### src/rtl/lsu_mem_master_if.sv
// lsu_mem_master_if
//   Bundles the execute-stage request/response handshake and the word-memory
//   port of the load/store initiator.
//   master modport: the LSU side (drives req_ready, resp_*, mem_wren/rden/addr/d).
//   slave  modport: the surroundings (drive req_*, supply mem_q).
//   Parameter MEM_ADDRSIZE: word-address width of the attached memory.
interface lsu_mem_master_if #(
    parameter int MEM_ADDRSIZE = 10
);
    logic                    req_valid;
    logic                    req_ready;
    logic                    req_we;
    logic [2:0]              req_funct3;
    logic [63:0]             req_addr;
    logic [63:0]             req_wdata;
    logic                    resp_valid;
    logic [63:0]             resp_rdata;
    logic                    resp_err;
    logic                    mem_wren;
    logic                    mem_rden;
    logic [MEM_ADDRSIZE-1:0] mem_addr;
    logic [63:0]             mem_d;
    logic [63:0]             mem_q;

    modport master (
        input  req_valid, req_we, req_funct3, req_addr, req_wdata, mem_q,
        output req_ready, resp_valid, resp_rdata, resp_err,
               mem_wren, mem_rden, mem_addr, mem_d
    );

    modport slave (
        output req_valid, req_we, req_funct3, req_addr, req_wdata, mem_q,
        input  req_ready, resp_valid, resp_rdata, resp_err,
               mem_wren, mem_rden, mem_addr, mem_d
    );
endinterface

### src/rtl/lsu_mem_master.sv
// lsu_mem_master
//   RV64 load/store initiator for a single-port 64-bit word memory.
//   Sub-doubleword stores are read-modify-write; loads are sign/zero extended.
//   Ports:
//     clk  - rising-edge clock
//     rst  - asynchronous active-high reset
//     bus  - lsu_mem_master_if.master: req_*/resp_* handshake and mem_* port
//   Parameter MEM_ADDRSIZE: word-address width; byte address bits
//     [MEM_ADDRSIZE+2:3] select the word, higher bits wrap.
//   Optional feature macro LSU_MISALIGN_TRAP_EN:
//     defined   - misaligned accesses complete with resp_err and no memory access
//     undefined - low address bits are forced to natural alignment
module lsu_mem_master #(
    parameter int MEM_ADDRSIZE = 10
) (
    input  logic                 clk,
    input  logic                 rst,
    lsu_mem_master_if.master     bus
);
    localparam int AW = MEM_ADDRSIZE + 3;

    typedef enum logic [1:0] {IDLE, RD, WR, RESP} state_e;

    state_e          state_q, state_d;
    logic            we_q, we_d;
    logic [2:0]      funct3_q, funct3_d;
    logic [AW-1:0]   addr_q, addr_d;
    logic [63:0]     wdata_q, wdata_d;
    logic [63:0]     word_q, word_d;
    logic            err_q, err_d;

    logic [2:0]      align_mask;
    logic            req_illegal;
    logic            req_err;
    logic [AW-1:0]   req_addr_eff;
    logic            unused_addr_bits;

    logic [5:0]      lane_shift;
    logic [63:0]     lane_word;
    logic [63:0]     size_mask;
    logic [63:0]     load_ext;
    logic [63:0]     merged_word;

    // Address bits above the memory window are deliberately ignored.
    assign unused_addr_bits = ^bus.req_addr[63:AW];

    // Decode an incoming request: illegal funct3, and either trap or
    // silently align a misaligned address.
    always_comb begin
        case (bus.req_funct3[1:0])
            2'b00:   align_mask = 3'b000;
            2'b01:   align_mask = 3'b001;
            2'b10:   align_mask = 3'b011;
            default: align_mask = 3'b111;
        endcase
        req_illegal = bus.req_we ? bus.req_funct3[2] : (bus.req_funct3 == 3'b111);
`ifdef LSU_MISALIGN_TRAP_EN
        req_err      = req_illegal | (|(bus.req_addr[2:0] & align_mask));
        req_addr_eff = bus.req_addr[AW-1:0];
`else
        req_err      = req_illegal;
        req_addr_eff = {bus.req_addr[AW-1:3], bus.req_addr[2:0] & ~align_mask};
`endif
    end

    // State register.
    always_ff @(posedge clk or posedge rst) begin
        if (rst) begin
            state_q <= IDLE;
        end else begin
            state_q <= state_d;
        end
    end

    // Next-state logic. Full doubleword stores need no read, so skip RD.
    always_comb begin
        state_d = state_q;
        case (state_q)
            IDLE: begin
                if (bus.req_valid) begin
                    if (req_err) begin
                        state_d = RESP;
                    end else if (bus.req_we && (bus.req_funct3[1:0] == 2'b11)) begin
                        state_d = WR;
                    end else begin
                        state_d = RD;
                    end
                end
            end
            RD:      state_d = we_q ? WR : RESP;
            WR:      state_d = RESP;
            RESP:    state_d = IDLE;
            default: state_d = IDLE;
        endcase
    end

    // Request and sampled-word registers.
    always_ff @(posedge clk or posedge rst) begin
        if (rst) begin
            we_q     <= 1'b0;
            funct3_q <= 3'b000;
            addr_q   <= '0;
            wdata_q  <= 64'h0;
            word_q   <= 64'h0;
            err_q    <= 1'b0;
        end else begin
            we_q     <= we_d;
            funct3_q <= funct3_d;
            addr_q   <= addr_d;
            wdata_q  <= wdata_d;
            word_q   <= word_d;
            err_q    <= err_d;
        end
    end

    // Capture the request on acceptance; latch mem_q at the end of RD.
    always_comb begin
        we_d     = we_q;
        funct3_d = funct3_q;
        addr_d   = addr_q;
        wdata_d  = wdata_q;
        word_d   = word_q;
        err_d    = err_q;
        if (state_q == IDLE && bus.req_valid) begin
            we_d     = bus.req_we;
            funct3_d = bus.req_funct3;
            addr_d   = req_addr_eff;
            wdata_d  = bus.req_wdata;
            err_d    = req_err;
        end
        if (state_q == RD) begin
            word_d = bus.mem_q;
        end
    end

    // Lane extraction for loads and byte merge for stores, both keyed by
    // the byte offset within the sampled word.
    always_comb begin
        lane_shift = {addr_q[2:0], 3'b000};
        lane_word  = word_q >> lane_shift;
        case (funct3_q[1:0])
            2'b00: begin
                size_mask = 64'h0000_0000_0000_00FF;
                load_ext  = {{56{~funct3_q[2] & lane_word[7]}}, lane_word[7:0]};
            end
            2'b01: begin
                size_mask = 64'h0000_0000_0000_FFFF;
                load_ext  = {{48{~funct3_q[2] & lane_word[15]}}, lane_word[15:0]};
            end
            2'b10: begin
                size_mask = 64'h0000_0000_FFFF_FFFF;
                load_ext  = {{32{~funct3_q[2] & lane_word[31]}}, lane_word[31:0]};
            end
            default: begin
                size_mask = 64'hFFFF_FFFF_FFFF_FFFF;
                load_ext  = lane_word;
            end
        endcase
        merged_word = (word_q & ~(size_mask << lane_shift))
                    | ((wdata_q & size_mask) << lane_shift);
    end

    // Outputs decode from the state register and registered request only.
    always_comb begin
        bus.req_ready  = (state_q == IDLE);
        bus.mem_rden   = (state_q == RD);
        bus.mem_wren   = (state_q == WR);
        bus.mem_addr   = addr_q[AW-1:3];
        bus.mem_d      = (state_q == WR) ? merged_word : 64'h0;
        bus.resp_valid = (state_q == RESP);
        bus.resp_err   = (state_q == RESP) && err_q;
        bus.resp_rdata = ((state_q == RESP) && !we_q && !err_q) ? load_ext : 64'h0;
    end
endmodule
### src/flat_wrapper.sv
// flat-port wrapper written by rule: the top's interface ports become plain ports
module lsu_mem_master_flat 
#(
    parameter int MEM_ADDRSIZE = 10
)
  (clk, rst, bus_req_valid, bus_req_we, bus_req_funct3, bus_req_addr, bus_req_wdata, bus_mem_q, bus_req_ready, bus_resp_valid, bus_resp_rdata, bus_resp_err, bus_mem_wren, bus_mem_rden, bus_mem_addr, bus_mem_d);
  lsu_mem_master_if #(.MEM_ADDRSIZE(MEM_ADDRSIZE)) bus_i ();
  input  logic clk;
  input  logic rst;
  input wire logic [$bits(bus_i.req_valid)-1:0] bus_req_valid;
  input wire logic [$bits(bus_i.req_we)-1:0] bus_req_we;
  input wire logic [$bits(bus_i.req_funct3)-1:0] bus_req_funct3;
  input wire logic [$bits(bus_i.req_addr)-1:0] bus_req_addr;
  input wire logic [$bits(bus_i.req_wdata)-1:0] bus_req_wdata;
  input wire logic [$bits(bus_i.mem_q)-1:0] bus_mem_q;
  output wire logic [$bits(bus_i.req_ready)-1:0] bus_req_ready;
  output wire logic [$bits(bus_i.resp_valid)-1:0] bus_resp_valid;
  output wire logic [$bits(bus_i.resp_rdata)-1:0] bus_resp_rdata;
  output wire logic [$bits(bus_i.resp_err)-1:0] bus_resp_err;
  output wire logic [$bits(bus_i.mem_wren)-1:0] bus_mem_wren;
  output wire logic [$bits(bus_i.mem_rden)-1:0] bus_mem_rden;
  output wire logic [$bits(bus_i.mem_addr)-1:0] bus_mem_addr;
  output wire logic [$bits(bus_i.mem_d)-1:0] bus_mem_d;
  assign bus_i.req_valid = bus_req_valid;
  assign bus_i.req_we = bus_req_we;
  assign bus_i.req_funct3 = bus_req_funct3;
  assign bus_i.req_addr = bus_req_addr;
  assign bus_i.req_wdata = bus_req_wdata;
  assign bus_i.mem_q = bus_mem_q;
  assign bus_req_ready = bus_i.req_ready;
  assign bus_resp_valid = bus_i.resp_valid;
  assign bus_resp_rdata = bus_i.resp_rdata;
  assign bus_resp_err = bus_i.resp_err;
  assign bus_mem_wren = bus_i.mem_wren;
  assign bus_mem_rden = bus_i.mem_rden;
  assign bus_mem_addr = bus_i.mem_addr;
  assign bus_mem_d = bus_i.mem_d;
  lsu_mem_master #(.MEM_ADDRSIZE(MEM_ADDRSIZE)) u_core (.clk(clk), .rst(rst), .bus(bus_i));
endmodule
### config.mk
export PLATFORM = sky130hd
export DESIGN_NAME = lsu_mem_master_flat
export DESIGN_NICKNAME = d
export VERILOG_FILES = /design/src/rtl/lsu_mem_master_if.sv /design/src/rtl/lsu_mem_master.sv /design/src/flat_wrapper.sv
export SDC_FILE = /design/constraint.sdc
export NUM_CORES = 1
export LEC_CHECK = 0
export ABC_CLOCK_PERIOD_IN_PS = 4800
export CAP_MARGIN = 5
export CORE_AREA = 2 2 160 162
export DETAILED_ROUTE_END_ITERATION = 10
export DIE_AREA = 0 0 162 164
export HOLD_SLACK_MARGIN = 0.12
export PLACE_DENSITY = 0.77
export SLEW_MARGIN = 0
export SYNTH_ARGS = -nofsm -noshare
export SYNTH_HDL_FRONTEND = slang
export SYNTH_SLANG_ARGS = --single-unit
### constraint.sdc
create_clock -name clk -period 4.8 [get_ports clk]
set_input_delay 0.48 -clock clk [delete_from_list [all_inputs] [get_ports clk]]
set_output_delay 0.48 -clock clk [all_outputs]
set_load 0.02 [all_outputs]
After elaboration in Yosys (flattened, before gate mapping)
Cells that the tools add are included.

storage, ports and cells
  flip-flop bits (word level) = 148
  input bits = 199
  output and inout port bits = 143
  logic and storage cells = 51

cells by class
  equal/unequal tests = 10
  shifts and indexed selects = 3
  muxes and demuxes = 11
  bitwise gates (word level) = 10
  reductions and logical operators = 10

operator list
  cell                                                              count
  64-bit case mux with 3 select lines                               2
  64-bit AND                                                        2
  64-bit two-way mux                                                2
  64-bit by 6-bit left shift with 64-bit output                     2
  64-bit NOT                                                        1
  64-bit OR                                                         1
  64-bit by 6-bit right shift with 64-bit output                    1
  2-bit == test (second input constant)                             5
  3-bit case mux with 3 select lines                                1
  2-bit case mux with 4 select lines                                1
  2-bit by 1-bit == test with 1-bit output (second input constant)  3
  2-bit zero test                                                   3
  2-bit two-way mux                                                 3
  1-bit logical AND                                                 5
  1-bit AND                                                         3
  3-bit AND                                                         1
  3-bit == test (second input constant)                             1
  3-bit NOT                                                         1
  1-bit zero test                                                   2
  1-bit two-way mux                                                 2
  2-bit != test (second input constant)                             1
  1-bit NOT                                                         1

Depth between registers and ports, before layout
Gate-level depths: netlist of run 1.

  word-level depth = 7
  mapped depth = 10
  mapped depth without buffers = 6

Least setup slack after synthesis of run 1
OpenSTA, ideal clock, no wires.

  path kind = register to output
  start = reg u_core.addr_q[0]
  end = out bus_resp_rdata[62]
  arrival = 1.984 ns
  required time = 4.320 ns
  setup slack = 2.336 ns
  cell stages (with the launch flop) = 8
  path buffers = 2
  cells stage by stage = dfrtp_1 -> buf_6 -> buf_12 -> mux2i_4 -> a22o_1 -> a21oi_2 -> a32oi_4 -> a211oi_1

on the way
  longest elaborated chain between the ends = 4
  elaborated cells on any way between the ends = 6
  classes of those cells = 1 x shift; 2 x mux; 3 x bitwise

ends and longest elaborated chain
  item                                                line                                                                 RTL
  start: declaration                                  lsu_mem_master.sv:27                                                 logic [AW-1:0] addr_q, addr_d;
  start signal: assignment                            lsu_mem_master.sv:109                                                addr_q <= addr_d;
  64-bit by 6-bit right shift with 64-bit output (*)  lsu_mem_master.sv:140                                                lane_word = word_q >> lane_shift;
  1-bit AND (on tied branches)                        lsu_mem_master.sv:152, lsu_mem_master.sv:144, lsu_mem_master.sv:148
  64-bit case mux with 3 select lines (*)             lsu_mem_master.sv:141                                                case (funct3_q[1:0])
  64-bit two-way mux (*)                              lsu_mem_master.sv:172                                                bus.resp_rdata = ((state_q == RESP) && !we_q && !err_q) ? load_ext : 64'h0;
  end: declaration                                    flat_wrapper.sv:18                                                   output wire logic [$bits(bus_i.resp_rdata)-1:0] bus_resp_rdata;

Every way passes the cells marked *; elsewhere a longest branch is shown, timed or not.

Worst setup path after layout of run 1
  start = reg u_core.addr_q[0]
  end = out bus_resp_rdata[44]

The elaborated chain is that of the path after synthesis.

==> results of run 1 <==
-- power breakdown --
group          switching [mW]  internal (mW)  total, mW
registers                1.36           1.89       3.25
clock network           0.628          0.792       1.42
logic                    4.16           3.48       7.64
total                    6.15           6.16       12.3
-- metrics by stage --
step | power [mW] | cells
after floorplan | 7.85 | 1116
after global placement | 10.5 | 1656
after detailed placement | 10.7 | 1656
after CTS | 12.1 | 1688
after global routing | 12.8 | 1688
final | 12.3 | 1688
-- layout make-up --
cell class                      instances  area share (%)
Clock buffer                           17            2.94
Clock inverter                         15            1.30
Inverter                               13           0.371
Multi-Input combinational cell        848            45.5
Sequential cell                       148            25.6
Tap cell                              330            2.85
Timing Repair Buffer                  317            21.4
-- metal layers --
layer / track usage, % / vias up
li1: - / 4554
met1: 41.5 / 5018
met2: 49.1 / 744
met3: 6.97 / 162
met4: 15.6 / 2
met5: 0 / -
-- final timing paths --
| check | startpoint | to | slack (ns) | cells past startpoint |
|---|---|---|---|---|
| max | u_core.addr_q[0] | bus_resp_rdata[44] | 0.54 | 7 |
| min | u_core.addr_q[4] | u_core.addr_q[4] | 0.51 | 1 |
| max reg2reg | u_core.state_q[0] | u_core.wdata_q[48] | 2.44 | 5 |
| min reg2reg | u_core.addr_q[4] | u_core.addr_q[4] | 0.51 | 1 |
| max in group asynchronous | rst | u_core.word_q[56] | 3.27 | 3 |
| min in group asynchronous | rst | u_core.addr_q[3] | 0.57 | 2 |
-- flip-flops by register name, indices dropped and copies added (netlist names) --
| name | cells |
|---|---|
| u_core.wdata_q | 64 |
| u_core.word_q | 64 |
| u_core.addr_q | 13 |
| u_core.funct3_q | 3 |
| u_core.state_q | 2 |
| u_core.err_q | 1 |
| u_core.we_q | 1 |
-- cell usage after synthesis (9+ instances only) --
| cell | count | share of area, % |
|---|---|---|
| a211oi_1 | 15 | 1.0 |
| a21o_1 | 9 | 0.62 |
| a21oi_1 | 109 | 5.0 |
| a21oi_2 | 18 | 1.4 |
| a22o_1 | 12 | 0.96 |
| a22oi_1 | 34 | 2.3 |
| and2_1 | 17 | 0.97 |
| buf_2 | 27 | 1.2 |
| buf_4 | 17 | 1.2 |
| buf_6 | 16 | 1.6 |
| clkbuf_1 | 45 | 1.5 |
| dfrtp_1 | 148 | 34 |
| inv_1 | 10 | 0.34 |
| mux2_2 | 170 | 17 |
| mux2i_1 | 49 | 4.5 |
| mux4_2 | 28 | 5.7 |
| nand2_1 | 122 | 4.2 |
| nand2b_1 | 11 | 0.63 |
| nor2_1 | 37 | 1.3 |
| nor2_2 | 24 | 1.4 |
| nor2b_1 | 11 | 0.63 |
| nor3_1 | 36 | 1.6 |
| o21ai_0 | 57 | 2.6 |
| o2bb2ai_1 | 18 | 1.4 |
-- cells by family (layout without fill, tap and decap cells) --
logic type,count (synthesis),after routing,share of synthesized area [%]
DFF,148,148,33.8
buffers and inverters,120,362,6.24
adders and majority gates,4,4,0.456
AOI/OAI and AO/OA,317,317,19.5
muxes,249,249,28.0
and+or+nand+nor,278,278,12.0
==> results.md, run 1 <==
Place:
- The count of buffers added on input and output ports is 290.
- Once detailed placement completed, the half-perimeter wirelength came to 31.4 mm.
- The routability congestion estimate from global placement is 1.02.
- The placed instances occupy a cell area of 13900 um^2.
- At the placement stage, the worst setup path has a slack of 1.05 ns.

Setup path:
- STA classifies the critical path startpoint as a register.
- STA puts the critical path data arrival time at 3.78 ns.
- The capturing element type of the critical path is an output pin.
- Data on the critical path is required at its endpoint by 4.32 ns.
- The largest single stage delay on the critical path is 1.02 ns.
- The slowest stage of the critical path belongs to the cell dfrtp_4.
- Grouping stages by cell kind, the critical path spends the most delay in buffers and inverters.
- The buffer and inverter count on the worst path is 2.
- The critical path in this run is classified as register to output pin.
- The critical path goes through or2_2 > o21ai_0 > a41o_1 > a211oi_4 > buf_4 > nor2_2 > clkdlybuf4s50_1.
- Of all nets on the critical path, the largest fanout is 75.

Timing:
- Headroom to the max-slew limit came out at 36.5%.
- Setup total negative slack on the finished layout was measured at 0 ns.
- At the pin with the least slew margin, the transition time is 0.953 ns.
- In the finished design, the share of the clock period the worst path needs comes to 88.8%.
- After layout, the worst setup slack is 0.539 ns.
- Setup repair after global routing left no endpoint under its margin.
- The worst path in the final design needs a cycle of 4.26 ns, including I/O delays and setup.
- The total count of max-transition violations in the final report is 0.
- The setup skew after layout is 0.00847 ns.
- The number of hold-slack violations in the final timing report was 0.
- Setup violations remaining at the end of the flow were counted as 0.
- Hold timing on the final database bottoms out at a slack of 0.509 ns.
- Static timing analysis puts the maximum clock frequency at 235 MHz.

Final layout:
- The layout filler cell count is 2181.
- Measured on the finished design, the core utilization comes to 58.4%.
- After routing the design area is 14500 um^2.
- The antenna cell count is 0.
- The layout net count is 1548.
- The combined flip-flop and latch cell area is 3710 um^2.
- The post-route netlist has 24.0% of its cells at a drive strength greater than 1.
- The library cells used most frequently in the layout, excluding fill and tap cells, are 290 x clkdlybuf4s50_1, 170 x mux2_2, 145 x dfrtp_1, 121 x nand2_1, 109 x a21oi_1.
- The multi-input logic area is 6590 um^2.
- The signed area change from the synthesized netlist to the final layout is 32.1%.
- The library cell used most frequently in the layout, excluding fill and tap cells, is clkdlybuf4s50_1.

Yosys:
- After synthesis, flip-flops and latches occupy 33.8% of the total area.
- Synthesis produced 1116 cells.
- The dominant synthesized flop cell is dfrtp_1.
- Yosys mapped the design onto 57 distinct sky130hd cell types.
- The area of the mapped netlist is 11000 um^2.
- The Yosys warning count is 0.
- A synthesized cell averages 9.83 um^2.
- Counting flops with a built-in enable in the synthesized netlist gives 0.
- In the synthesized netlist the async set-or-reset flop fraction comes to 100%.
- Synthesis inferred 148 register bits.
- The synthesized net count is 1319.

Global routing:
- Across every metal layer, demand over resource in global routing totals 31.5%.
- After global routing the overflow that remains totals 0.
- The first-pass GRT wire length is 62.3 mm.
- The number of antenna violations at the first check in global routing is 1.
- The number of global-route vias before repair is 10033.
- Entering global routing, the biggest net connects 95 pins.

Clock network:
- The insertion delay of the later-clocked pin in the worst-skew pair is 0.44 ns.
- The clock tree root buffer cell is clkbuf_16.
- The number of clock sinks is 148.
- After clock tree synthesis, the clock-pin slew on the worst setup and hold paths is 0.07 ns.
- Post-CTS timing repair inserted 0 buffers for setup.
- The clock passes through at most 2 buffers.
- The count of instances resized after the clock tree is built is 0.
- Clock tree synthesis inserted a total of 17 buffers.
- TritonCTS built the clock tree.
- The quantity of hold-fixing buffers added after cts is 0.
- The count of H-tree levels built during CTS is 4.

Route:
- In this run the remaining antenna-violating nets after routing total 0.
- The first TritonRoute pass finished after 6 iterations.
- The highest metal layer carrying signal wires in the routed design is met5.
- Across all layers, the routed design uses 10480 vias.
- The DRC violations left is 0.
- The total routed wire length on the met1 layer is 16.5 mm.
- The wire length on met3 is 4.47 mm.
- In this run, the number of DRC markers left after iteration 0 of detailed routing was 1214.
- The routed design uses 19.4 mm of met2 wire.
- The mean number of vias per cell is 6.21.
- The overall routed net length is 42.5 mm.
- The wire length per cell is 25.2 um.

Die:
- Measured along the x axis, the die boundary spans 162 um.
- 342 I/O pins were placed.
- For this configuration, the core starts out at a cell density of 44.2%.
- From bottom edge to top edge, the die measures 164 um.
- The number of placement rows is 58.
- The area enclosed by the die boundary is 26600 um^2.
- The area of the core is 24800 um^2.

Power and ir drop:
- Power spread over the standard cell area amounts to 849 nW/um^2.
- In this run the static leakage power is 5.46 nW.
- The worst-case IR drop observed on VDD is 0.384 mV.

Outcome:
- The run finished with clean final reports.

Job:
- The max-capacitance violation count is 0.

Min path:
- The worst hold path belongs to the class register to register.
Power figures use the tool's default switching activity.
==> run 2, diff against run 1 <==
--- a/config.mk
+++ b/config.mk
@@ -16,3 +16,4 @@
 export SYNTH_ARGS = -nofsm -noshare
 export SYNTH_HDL_FRONTEND = slang
 export SYNTH_SLANG_ARGS = --single-unit
+export TNS_END_PERCENT = 50
==> results of run 2 <==
No change in the layout: final DEF, timing and power equal those of run 1.
